[src/rtl/countdown_timer_pkg.sv]
// Shared types, BCD digit limits and digit helpers for the MM:SS:cc countdown timer.
package countdown_timer_pkg;

  typedef enum logic [1:0] {
    IDLE  = 2'd0,
    RUN   = 2'd1,
    PAUSE = 2'd2,
    DONE  = 2'd3
  } state_t;

  localparam logic [3:0] DIGIT_MAX  = 4'd9;
  localparam logic [3:0] SEC_HI_MAX = 4'd5;

  typedef struct packed {
    logic [3:0] min_hi;
    logic [3:0] min_lo;
    logic [3:0] sec_hi;
    logic [3:0] sec_lo;
    logic [3:0] cs_hi;
    logic [3:0] cs_lo;
  } bcd_time_t;

  function automatic logic [3:0] clamp_digit(input logic [3:0] d, input logic [3:0] max);
    return (d > max) ? max : d;
  endfunction

  // Returns {borrow_out, digit}: decrement only when a borrow arrives, wrapping 0 to max.
  function automatic logic [4:0] bcd_dec(input logic [3:0] d, input logic [3:0] max,
                                         input logic borrow_in);
    if (!borrow_in)
      return {1'b0, d};
    else if (d == 4'd0)
      return {1'b1, max};
    else
      return {1'b0, d - 4'd1};
  endfunction

endpackage

[src/rtl/countdown_timer_if.sv]
// Control pulses, presets and display/status outputs of the countdown timer.
interface countdown_timer_if;
  logic       load_pulse;
  logic       start_pause_pulse;
  logic       hold_pulse;
  logic [7:0] preset_min;
  logic [7:0] preset_sec;
  logic [3:0] dig5;
  logic [3:0] dig4;
  logic [3:0] dig3;
  logic [3:0] dig2;
  logic [3:0] dig1;
  logic [3:0] dig0;
  logic       running;
  logic       alarm;

  modport master (
    output load_pulse, start_pause_pulse, hold_pulse, preset_min, preset_sec,
    input  dig5, dig4, dig3, dig2, dig1, dig0, running, alarm
  );

  modport slave (
    input  load_pulse, start_pause_pulse, hold_pulse, preset_min, preset_sec,
    output dig5, dig4, dig3, dig2, dig1, dig0, running, alarm
  );
endinterface

[src/rtl/countdown_tick_gen.sv]
// 10 ms tick divider: counts while enabled, tick on the last count, synchronous clear.
module countdown_tick_gen #(
  parameter int unsigned TICK_DIV = 500000
) (
  input  logic clk,
  input  logic rst,
  input  logic en,
  input  logic clear,
  output logic tick
);
  localparam int W = (TICK_DIV > 1) ? $clog2(TICK_DIV) : 1;
  localparam logic [W-1:0] LAST = W'(TICK_DIV - 1);

  logic [W-1:0] div;

  assign tick = en && (div == LAST);

  always_ff @(posedge clk or posedge rst) begin
    if (rst)
      div <= '0;
    else if (clear)
      div <= '0;
    else if (en)
      div <= tick ? '0 : div + 1'b1;
  end
endmodule

[src/rtl/countdown_timer.sv]
// BCD countdown timer MM:SS:cc with alarm at zero and display freeze.
// Optional COUNTDOWN_ALARM_BLINK_EN makes the alarm blink while in DONE.
module countdown_timer
  import countdown_timer_pkg::*;
#(
  parameter int unsigned TICK_DIV    = 500000,
  parameter int unsigned BLINK_TICKS = 25
) (
  input  logic             clk,
  input  logic             key_reset,
  countdown_timer_if.slave bus
);
  state_t    state, next_state;
  bcd_time_t count, next_count, count_dec, preset_val, disp;
  logic [4:0] borrow;
  logic      tick, div_en, div_clear, load_ok, count_zero, dec_zero;
  logic      freeze, running_q, alarm_q;

`ifdef COUNTDOWN_ALARM_BLINK_EN
  assign div_en = (state == RUN) || (state == DONE);
`else
  assign div_en = (state == RUN);
`endif

  countdown_tick_gen #(.TICK_DIV(TICK_DIV)) u_tick_gen (
    .clk  (clk),
    .rst  (key_reset),
    .en   (div_en),
    .clear(div_clear),
    .tick (tick)
  );

  always_comb begin
    preset_val        = '0;
    preset_val.min_hi = clamp_digit(bus.preset_min[7:4], DIGIT_MAX);
    preset_val.min_lo = clamp_digit(bus.preset_min[3:0], DIGIT_MAX);
    preset_val.sec_hi = clamp_digit(bus.preset_sec[7:4], SEC_HI_MAX);
    preset_val.sec_lo = clamp_digit(bus.preset_sec[3:0], DIGIT_MAX);
  end

  // Borrow ripples from centiseconds up to min_hi; seconds tens wrap to 5.
  always_comb begin
    count_dec = count;
    borrow    = '0;
    {borrow[0], count_dec.cs_lo}  = bcd_dec(count.cs_lo,  DIGIT_MAX,  1'b1);
    {borrow[1], count_dec.cs_hi}  = bcd_dec(count.cs_hi,  DIGIT_MAX,  borrow[0]);
    {borrow[2], count_dec.sec_lo} = bcd_dec(count.sec_lo, DIGIT_MAX,  borrow[1]);
    {borrow[3], count_dec.sec_hi} = bcd_dec(count.sec_hi, SEC_HI_MAX, borrow[2]);
    {borrow[4], count_dec.min_lo} = bcd_dec(count.min_lo, DIGIT_MAX,  borrow[3]);
    count_dec.min_hi = borrow[4] ? count.min_hi - 4'd1 : count.min_hi;
  end

  assign count_zero = (count == '0);
  assign dec_zero   = (count_dec == '0);
  assign load_ok    = bus.load_pulse && (state != RUN);

  always_comb begin
    next_state = state;
    next_count = count;
    div_clear  = 1'b0;
    if (load_ok) begin
      next_state = IDLE;
      next_count = preset_val;
    end else begin
      unique case (state)
        IDLE: begin
          if (bus.start_pause_pulse && !count_zero) begin
            next_state = RUN;
            div_clear  = 1'b1;
          end
        end
        RUN: begin
          if (tick) begin
            next_count = count_dec;
            if (dec_zero)
              next_state = DONE;
          end
          // Reaching zero on the same edge as a pause request still ends in DONE.
          if (bus.start_pause_pulse && !(tick && dec_zero))
            next_state = PAUSE;
        end
        PAUSE: begin
          if (bus.start_pause_pulse)
            next_state = RUN;
        end
        DONE: begin
          if (bus.start_pause_pulse)
            next_state = IDLE;
        end
        default: next_state = IDLE;
      endcase
    end
  end

  always_ff @(posedge clk or posedge key_reset) begin
    if (key_reset) begin
      state     <= IDLE;
      count     <= '0;
      disp      <= '0;
      running_q <= 1'b0;
      freeze    <= 1'b0;
    end else begin
      state     <= next_state;
      count     <= next_count;
      running_q <= (next_state == RUN);
      if (bus.hold_pulse)
        freeze <= ~freeze;
      if (!freeze)
        disp <= count;
    end
  end

`ifdef COUNTDOWN_ALARM_BLINK_EN
  localparam int BW = (BLINK_TICKS > 1) ? $clog2(BLINK_TICKS) : 1;
  localparam logic [BW-1:0] BLINK_LAST = BW'(BLINK_TICKS - 1);

  logic [BW-1:0] blink_cnt;

  // Alarm starts high on DONE entry and toggles every BLINK_TICKS ticks while there.
  always_ff @(posedge clk or posedge key_reset) begin
    if (key_reset) begin
      alarm_q   <= 1'b0;
      blink_cnt <= '0;
    end else if (next_state != DONE) begin
      alarm_q   <= 1'b0;
      blink_cnt <= '0;
    end else if (state != DONE) begin
      alarm_q   <= 1'b1;
      blink_cnt <= '0;
    end else if (tick) begin
      if (blink_cnt == BLINK_LAST) begin
        alarm_q   <= ~alarm_q;
        blink_cnt <= '0;
      end else begin
        blink_cnt <= blink_cnt + 1'b1;
      end
    end
  end
`else
  always_ff @(posedge clk or posedge key_reset) begin
    if (key_reset)
      alarm_q <= 1'b0;
    else
      alarm_q <= (next_state == DONE);
  end
`endif

  assign bus.dig5    = disp.min_hi;
  assign bus.dig4    = disp.min_lo;
  assign bus.dig3    = disp.sec_hi;
  assign bus.dig2    = disp.sec_lo;
  assign bus.dig1    = disp.cs_hi;
  assign bus.dig0    = disp.cs_lo;
  assign bus.running = running_q;
  assign bus.alarm   = alarm_q;
endmodule
[src/flat_wrapper.sv]
// flat-port wrapper written by rule: the top's interface ports become plain ports
module countdown_timer_flat import countdown_timer_pkg::*;
#(
  parameter int unsigned TICK_DIV    = 500000,
  parameter int unsigned BLINK_TICKS = 25
)
  (clk, key_reset, bus_load_pulse, bus_start_pause_pulse, bus_hold_pulse, bus_preset_min, bus_preset_sec, bus_dig5, bus_dig4, bus_dig3, bus_dig2, bus_dig1, bus_dig0, bus_running, bus_alarm);
  countdown_timer_if bus_i ();
  input  logic clk;
  input  logic key_reset;
  input wire logic [$bits(bus_i.load_pulse)-1:0] bus_load_pulse;
  input wire logic [$bits(bus_i.start_pause_pulse)-1:0] bus_start_pause_pulse;
  input wire logic [$bits(bus_i.hold_pulse)-1:0] bus_hold_pulse;
  input wire logic [$bits(bus_i.preset_min)-1:0] bus_preset_min;
  input wire logic [$bits(bus_i.preset_sec)-1:0] bus_preset_sec;
  output wire logic [$bits(bus_i.dig5)-1:0] bus_dig5;
  output wire logic [$bits(bus_i.dig4)-1:0] bus_dig4;
  output wire logic [$bits(bus_i.dig3)-1:0] bus_dig3;
  output wire logic [$bits(bus_i.dig2)-1:0] bus_dig2;
  output wire logic [$bits(bus_i.dig1)-1:0] bus_dig1;
  output wire logic [$bits(bus_i.dig0)-1:0] bus_dig0;
  output wire logic [$bits(bus_i.running)-1:0] bus_running;
  output wire logic [$bits(bus_i.alarm)-1:0] bus_alarm;
  assign bus_i.load_pulse = bus_load_pulse;
  assign bus_i.start_pause_pulse = bus_start_pause_pulse;
  assign bus_i.hold_pulse = bus_hold_pulse;
  assign bus_i.preset_min = bus_preset_min;
  assign bus_i.preset_sec = bus_preset_sec;
  assign bus_dig5 = bus_i.dig5;
  assign bus_dig4 = bus_i.dig4;
  assign bus_dig3 = bus_i.dig3;
  assign bus_dig2 = bus_i.dig2;
  assign bus_dig1 = bus_i.dig1;
  assign bus_dig0 = bus_i.dig0;
  assign bus_running = bus_i.running;
  assign bus_alarm = bus_i.alarm;
  countdown_timer #(.TICK_DIV(TICK_DIV), .BLINK_TICKS(BLINK_TICKS)) u_core (.clk(clk), .key_reset(key_reset), .bus(bus_i));
endmodule
[config.mk]
export PLATFORM = sky130hd
export DESIGN_NAME = countdown_timer_flat
export DESIGN_NICKNAME = d
export VERILOG_FILES = /design/src/rtl/countdown_timer_pkg.sv /design/src/rtl/countdown_timer_if.sv /design/src/rtl/countdown_tick_gen.sv /design/src/rtl/countdown_timer.sv /design/src/flat_wrapper.sv
export SDC_FILE = /design/constraint.sdc
export NUM_CORES = 1
export LEC_CHECK = 0
export ABC_AREA = 1
export CORE_MARGIN = 3
export CORE_UTILIZATION = 45
export CTS_CLUSTER_SIZE = 28
export DETAILED_ROUTE_END_ITERATION = 7
export GPL_ROUTABILITY_DRIVEN = 0
export PLACE_DENSITY = 0.66
export REMOVE_ABC_BUFFERS = 1
export SLEW_MARGIN = 20
export SYNTH_ARGS = -nofsm -noshare
export SYNTH_HDL_FRONTEND = slang
export SYNTH_SLANG_ARGS = --single-unit
[constraint.sdc]
create_clock -name clk -period 2.96 [get_ports clk]
set_input_delay 0.444 -clock clk [delete_from_list [all_inputs] [get_ports clk]]
set_output_delay 0.444 -clock clk [all_outputs]
set_load 0.01 [all_outputs]
## Word-level counts from Yosys, hierarchy flattened

Index checks and enable logic that the tools add are counted.

- Register bits: 72
- Input bits: 21
- Output and inout bits: 26
- Word-level logic and storage cells: 86

- $add $sub $neg: 7
- $lt $le $gt $ge: 4
- Equal/unequal tests: 7
- Multiplexer cells: 31
- Bitwise operators: 1
- Reductions and logical operators: 19

Operators with widths:

| cell | count |
|---|---|
| 24-bit 2-to-1 mux | 3 |
| 19-bit 2-to-1 mux | 3 |
| 24-bit zero test | 2 |
| 5-bit 2-to-1 mux | 9 |
| 4-bit by 1-bit subtractor with 4-bit output, second input constant | 6 |
| 4-bit zero test | 5 |
| 4-bit 2-to-1 mux | 5 |
| 19-bit by 1-bit adder with 19-bit output, second input constant | 1 |
| 19-bit == test, second input constant | 1 |
| 2-bit 2-to-1 mux | 7 |
| 4-bit greater-than comparator, second input constant | 3 |
| 2-bit one-hot mux with 4 select lines | 1 |
| 2-bit == test, second input constant | 3 |
| 2-bit nonzero test | 3 |
| 1-bit logical AND | 5 |
| 2-bit by 1-bit == test with 1-bit output, second input constant | 2 |
| 4-bit by 3-bit greater-than comparator with 1-bit output, second input constant | 1 |
| 1-bit 2-to-1 mux | 3 |
| 1-bit zero test | 2 |
| 2-bit zero test | 1 |
| 2-bit by 1-bit inequality test with 1-bit output, second input constant | 1 |
| 2-bit AND reduction | 1 |
| 1-bit NOT | 1 |

## Logic depth before layout (Yosys ltp)

Gate-level depths: netlist of the first run.

- Word-level depth: 15
- Gate-level depth with buffers: 15

## Cells and area by module

From an unflattened synthesis of the first run, not the netlist that was laid out.

- Cells, all modules: 549
- Area, all modules: 4,102.7 µm²

By module, submodules not included:

| module | instances | cells each | area each (µm²) |
|---|---|---|---|
| countdown_timer | 1 | 364 | 2,817.7 |
| countdown_tick_gen | 1 | 185 | 1,285.0 |

## Worst setup path before layout of the first run

Ideal clock, no wire load.

- Path kind: register -> register
- Start point: reg u_core.count[0] (netlist name)
- End point: reg u_core.u_tick_gen.div[2]
- Library setup time: 0.118 ns
- Arrival: 1.703 ns
- Slack: 1.140 ns
- Cell stages (with the launch flop): 13
- Clock period less this slack: 1.820 ns
- Cells stage by stage: dfrtp_1 -> nor2_4 -> nand2_4 -> nor2_8 -> nand3_4 -> o21ai_2 -> inv_2 -> nand3_4 -> nand2_2 -> buf_6 -> buf_6 -> a21oi_2 -> nor2_1

- Cells in the longest elaborated chain, start to end: 7

RTL lines:

| element | RTL line | source |
|---|---|---|
| start: declaration | countdown_timer.sv:14 | `bcd_time_t count, next_count, count_dec, preset_val, disp;` |
| start signal: assignment | countdown_timer.sv:104 | `count <= next_count;` |
| 24-bit zero test * | countdown_timer.sv:53 | `assign count_zero = (count == '0);` |
| 1-bit zero test * | countdown_timer.sv:67 | `if (bus.start_pause_pulse && !count_zero) begin` |
| 1-bit logical AND * | countdown_timer.sv:67 |  |
| 1-bit 2-to-1 mux * | countdown_timer.sv:67 |  |
| 1-bit 2-to-1 mux * | countdown_timer.sv:65 | `unique case (state)` |
| 1-bit 2-to-1 mux * | countdown_timer.sv:61 | `if (load_ok) begin` |
| 19-bit 2-to-1 mux / 2-bit nonzero test (equally long branches) | n/a |  |
| end signal: assignment | countdown_tick_gen.sv:24 | `div <= tick ? '0 : div + 1'b1;` |
| end: declaration | countdown_tick_gen.sv:14 | `logic [W-1:0] div;` |

Every way passes the cells marked *; elsewhere a longest branch is shown, timed or not.
A chain may end at the register's enable or synchronous reset.

## Worst setup path after layout of the first run

- Start point: reg u_core.count[3] (netlist name)
- End point: reg u_core.u_tick_gen.div[4]

The elaborated chain is that of the path after synthesis.

==> results.yml, run 1 <==
cts:
  hold_buffers: 0
  cts_buffers: 9
  ctsResizeCount: 0
  clock-root-buffer: "clkbuf_8"
  clk_latency_ns: 0.34
  clk_path_buf_depth: 2
  htreeDepth: 3
  post_cts_buffers: 0
  cts.clk_slew.worst_paths_ns: 0.08
  cts_tree: "yes"
  cts.sinks: 72
logic_synthesis:
  ys_seq_elements: 72
  synthCells: 520
  yosysSeqAreaShare_pct: 45.2
  syn-cell-area_um2: 3990
  synth.distinct_cells: 42
  synth_warnings: 0
  yosys-top-cells-area: "dfrtp_1, nand2_1, o21ai_0, inv_1, nand3_1"
  synthFlopType: "dfrtp_1"
  avgSynthCellArea_um2: 7.67
  synth_top_area_share_pct: 45.2
  yosysTopAreaCell: "dfrtp_1"
  synth_edf_count: 0
  async_reset_ff_share_pct: 100
route:
  wl_met3_um: 573
  wl_met2_mm: 4.44
  routed_wl_mm: 10.0
  m1WireLength_mm: 4.85
  dr_total_vias: 3637
  drtAntennaViolNets: 0
  drt_first_pass_iters: 5
  wl_per_cell_um: 14.8
  drt_iter0_drc: 266
  top_layer: "met4"
  drc: 0
  drt-vias-per-instance: 5.36
floorplanning:
  ios: 47
  core_um2: 8420
  initial_core_util_pct: 47.4
  dieHeight_um: 100
  rows: 33
  dieArea_um2: 10000
  die_w_um: 100
cells_and_area:
  syn_to_final_growth_pct: 19.6
  antenna_cells: 0
  nets: 593
  utilization_pct: 56.7
  fillers: 798
  drive_above_1_share_pct: 7.68
placement:
  io_buffers: 46
  hpwl_mm: 7.35
global_routing:
  globalRouteOverflowTotal: 0
  grt_start_max_net_pins: 45
  grt_pass1_wl_mm: 17.5
  track_usage_pct: 21.7
  grt_pass1_vias: 3594
  antenna_found_initial: 0
run_status:
  status: "completed"
sta:
  min_period_ns: 2.42
  rsz0062_at_grt: "false"
  finalHoldViolations: 0
  tightest_slew_ns: 0.653
  slew_headroom_pct: 56.4
  finalClockSkew_ns: 0.0147
  slew_viol_final: 0
  fin_tns_setup_ns: 0
  timing.fmax_ghz: 0.413
  post-route-period-util_pct: 81.7
  setup_viol: 0
worst_setup_path:
  criticalPathCategory: "reg2reg"
  crit_slowest_cell: "dfrtp_1"
  worstPathMaxFanout: 20
  critPathCaptureType: "flip-flop"
  cp.arrival_ns: 2.64
  worstPathCellList: "nor2_4, nand2_4, nor2_8, nand3_4, o21ai_2, inv_2, nand3_4, nand2_2, inv_2, nor2_1, o21ai_1, inv_1"
  reg2reg_setup_slack_ns: 0.54
  slowest_delay_ns: 0.45
  worst_setup_path_start_kind: "flip-flop"
  critPathRequiredTime_ns: 3.18
power:
  ir_drop_mv: 0.409
  p_leak_nw: 2.19
  powerDensity_nw_per_um2: 832
min_path:
  min_path_type: "reg2reg"
run:
  maxCapViolCount: 0
worst max-delay path, delay by kind of cell, from the launching register on:
family,cells,cell delay [ns]
AND/OR/NAND/NOR,7,1.23
flip-flops,1,0.45
AO/OA/AOI/OAI,2,0.30
buffers and inverters,3,0.32
final timing paths:
| path | startpoint | to | cells past startpoint |
|---|---|---|---|
| setup reg to reg | u_core.count[3] | u_core.u_tick_gen.div[4] | 12 |
| hold / removal | u_core.bus.dig4[3] | u_core.bus.dig4[3] | 2 |
| max in group asynchronous | key_reset | u_core.u_tick_gen.div[6] | 3 |
| hold reg to reg | u_core.bus.dig4[3] | u_core.bus.dig4[3] | 2 |
| min in group asynchronous | key_reset | u_core.u_tick_gen.div[14] | 2 |
| setup / recovery | u_core.count[3] | u_core.u_tick_gen.div[4] | 12 |
Yosys cell counts (7+ instances only):
cell,instances
a21oi_1,16
clkbuf_1,7
dfrtp_1,72
inv_1,67
nand2_1,123
nand3_1,36
nand4_1,13
nor2_1,46
nor3_1,11
o21ai_0,56
o21ai_1,7
xor2_1,7
state kept, by name (all words and copies together), names as in the netlist:
name,flops
u_core.freeze,1
u_core.bus.dig3,4
u_core.bus.dig1,4
u_core.bus.dig4,4
u_core.state,2
u_core.bus.dig2,4
u_core.bus.running,1
u_core.bus.dig5,4
u_core.count,24
u_core.bus.alarm,1
u_core.bus.dig0,4
u_core.u_tick_gen.div,19
per-layer routing:
layer / vias up / global-route usage, %
met1: 1700 / 31.8
met2: 112 / 32.6
met3: 15 / 3.68
met4: 0 / 7.46
met5: - / 0
li1: 1810 / -
report_power, final:
part	internal (mW)	switching (mW)	total, mW
Combinational	0.628	1.01	1.64
Sequential	1.25	0.233	1.48
Clock	0.472	0.381	0.853
Total	2.35	1.62	3.97
kinds of logic after synthesis:
| kind of cell | Yosys count | synth area share (%) |
|---|---|---|
| and+or+nand+nor | 250 | 28.6 |
| AOI/OAI and AO/OA | 101 | 14.7 |
| buffers and inverters | 86 | 8.69 |
| DFF | 72 | 45.2 |
| xor gates and xnor gates | 7 | 1.54 |
| adders and majority gates | 3 | 0.941 |
| muxes | 1 | 0.282 |
metrics by stage:
step / hold slack, ns / setup slack [ns] / area [um2] / std cells / power [mW]
2_1_floorplan: 0.486 / 0.527 / 3910 / 506 / 2.49
3_3_place_gp: 0.462 / 0.582 / 4560 / 663 / 3.10
3_5_place_dp: 0.472 / 0.581 / 4560 / 663 / 3.12
4_1_cts: 0.490 / 0.553 / 4770 / 678 / 3.99
5_1_grt: 0.513 / 0.304 / 4770 / 678 / 4.32
6_report: 0.485 / 0.541 / 4770 / 678 / 3.97
cells in the final DEF, fill, tap and decap left out, drive strengths merged, types with 6 or more instances in the layout:
cell           netlist  layout
a21oi               17      17
buf                  7       6
clkbuf               7      10
clkdlybuf4s50        0      46
dfrtp               72      72
inv                 72      72
nand2              126     126
nand3               38      38
nand4               13      13
nor2                54      54
nor3                11      11
o21ai               64      64
xor2                 7       7
final cells by class:
class	count	area, um2	share of cell area (%)
Timing Repair Buffer	52	518	10.9
Clock inverter	5	82.6	1.73
Multi-Input combinational cell	362	1840	38.6
Sequential cell	72	1800	37.8
Inverter	72	270	5.66
Tap cell	105	131	2.75
Clock buffer	10	128	2.67
No activity file was read; power rests on OpenSTA's default activity.
==> inputs of run 2 (changes only) <==
Clock period 2.96 ns to 2.24 ns, I/O delays scaled along.
==> run 2 against run 1 <==
Worst setup slack got worse by 0.40 ns. Final area rose by 3.7%. Utilization rose by 2.1 points. Register-to-register slack got worse by 0.40 ns. Global-route usage fell by 0.40 points. Via count rose by 2.0%. Count of clock-buffer cells in the layout rose by 1. Sequential share of layout area fell by 1.3 points. Non-clock buffer count rose by 19. Routed wire length rose by 1.3%. Cell count rose by 3.1%. Total power rose by 36%. Largest cell class unchanged. Highest routed layer unchanged.
==> results.yml, run 2 (synthesis gave the netlist of run 1 again) <==
worst_setup_path:
  crit_slowest_cell: "dfrtp_1"
  critical_path_depth: 13
  startpoint: "u_core.count[4]"
  path_buf_inv: 1
  worstPathMaxFanout: 6
  critPathRequiredTime_ns: 2.49
  r2r-end: "u_core.bus.running"
  r2r_cells: 13
  cp.arrival_ns: 2.34
  critPathCaptureType: "flip-flop"
  critical_path.endpoint: "u_core.bus.running"
  worstPathCellList: "nor2_4, nand2_2, nor2_8, buf_4, o21ai_0, nor2_1, nand3_1, nor2_1, nand2_1, nand2_1, nand2_1, nand2_1, nor2_1"
  r2r-start: "u_core.count[4]"
  slowest_delay_ns: 0.42
  cp_top_family: "simple AND/OR/NAND/NOR gates"
  worst_setup_path_start_kind: "flip-flop"
  criticalPathCategory: "reg2reg"
  reg2reg_setup_slack_ns: 0.14
  cp_common_cell: "nand2_1"
cells_and_area:
  layout_commonest_cell: "nand2_1"
  final-instance-count-excl-fill: 699
  syn_to_final_growth_pct: 24.1
  drive_above_1_share_pct: 11.6
  reg.largest.list: "u_core.count x24, u_core.u_tick_gen.div x19"
  antenna_cells: 0
  utilization_pct: 58.8
  final_cell_mix: "nand2_1, dfrtp_1, inv_1, o21ai_0, clkdlybuf4s50_1"
  largest_register_ffs: 24
  nets: 613
  regMostFlops: "u_core.count"
cts:
  htreeDepth: 3
  clk_latency_ns: 0.35
  cts_tree: "yes"
  cts.clk_slew.worst_paths_ns: 0.08
  clock-root-buffer: "clkbuf_8"
  cts_buffers: 9
  cts.sinks: 72
  clk_path_buf_depth: 2
sta:
  setup_viol: 0
  finalClockSkew_ns: 0.0118
  min_period_ns: 2.10
  timing.fmax_ghz: 0.477
  fin_tns_setup_ns: 0
  post-route-period-util_pct: 93.6
  finalHoldViolations: 0
  slew_viol_final: 0
  worst_slack_ns: 0.142
  slew_headroom_pct: 71.1
  tightest_slew_ns: 0.433
  hold_ws_ns: 0.378
floorplanning:
  initial_core_util_pct: 47.4
  core_um2: 8420
  rows: 33
  die_w_um: 100
  dieArea_um2: 10000
  ios: 47
  dieHeight_um: 100
global_routing:
  grt_util_met1_pct: 31.8
  met2_usage_pct: 30.9
  grt_use_met3_pct: 3.27
  grt_pass1_wl_mm: 17.0
  antenna_found_initial: 0
  busiest_layer: "met1"
  grt_start_max_net_pins: 73
  grt_pass1_vias: 3507
  track_usage_pct: 21.3
  globalRouteOverflowTotal: 0
placement:
  dp_slack_ns: 0.0845
  dp_cells: 676
  io_buffers: 46
  hpwl_mm: 7.32
run:
  maxCapViolCount: 0
run_status:
  status: "completed"
route:
  drtAntennaViolNets: 0
  wl_per_cell_um: 14.5
  drc: 0
  drt_first_pass_iters: 7
  routed_wl_mm: 10.2
  drt-vias-per-instance: 5.31
  drt_iter0_drc: 320
  dr_total_vias: 3710
power:
  p_leak_nw: 2.29
  ir_drop_mv: 0.761
  powerDensity_nw_per_um2: 1090
min_path:
  min_path_type: "in2async"
run 2: cell types whose count changed in the layout (fill, tap and decap cells not counted), sizes merged:
cell      delta
clkinvlp     +1
buf         +19
clkbuf       +1
bufinv       -1
nor2         +1
run 2: tightest hold or removal path, stage by stage:
cell and delay, ns:
clkdlybuf4s50_1 0.41, inv_2 0.07, buf_12 0.32
run 2: worst min-delay path by stage:
| stage | start | to | slack, ns | depth (start not counted) |
|---|---|---|---|---|
| after floorplan | bus_hold_pulse | u_core.freeze | 0.42 | 1 |
| after global placement | u_core.bus.dig5[2] | u_core.bus.dig5[2] | 0.46 | 2 |
| after detailed placement | u_core.bus.dig5[1] | u_core.bus.dig5[1] | 0.47 | 2 |
| after CTS | key_reset | u_core.u_tick_gen.div[17] | 0.39 | 3 |
| after global routing | key_reset | u_core.u_tick_gen.div[0] | 0.41 | 3 |
| final | key_reset | u_core.u_tick_gen.div[17] | 0.38 | 3 |
run 2: repair_timing:
item,in CTS,in global routing
hold endpoints to repair,0,0
setup buffers,0,6
gates resized for setup,0,7
setup endpoints to repair,0,17
hold buffers,0,0
run 2: final cells by class:
class / instances / area (um2)
multi-input cells: 363 / 1870
repair buffers: 71 / 673
inverters: 72 / 270
flip-flops and latches: 72 / 1800
clock inverters: 5 / 56.3
fillers: 779 / 3470
clock buffers: 11 / 141
well taps: 105 / 131
run 2: layer usage:
metal,vias up,routed length (um),share of wire (%)
met4,0,210,2.1
li1,1845,-,-
met3,21,522,5.1
met5,-,0,0
met1,1722,5000,49
met2,122,4420,44
run 2: power breakdown:
group | internal, mW | switching (mW)
combinational | 1.01 | 1.41
sequential | 1.65 | 0.308
clock | 0.544 | 0.499
run 2: per-stage QoR:
step	power, mW	instance area (um2)
2_1_floorplan	3.29	3910
3_3_place_gp	4.21	4670
3_5_place_dp	4.26	4670
4_1_cts	5.31	4870
5_1_grt	5.84	4950
6_report	5.42	4950
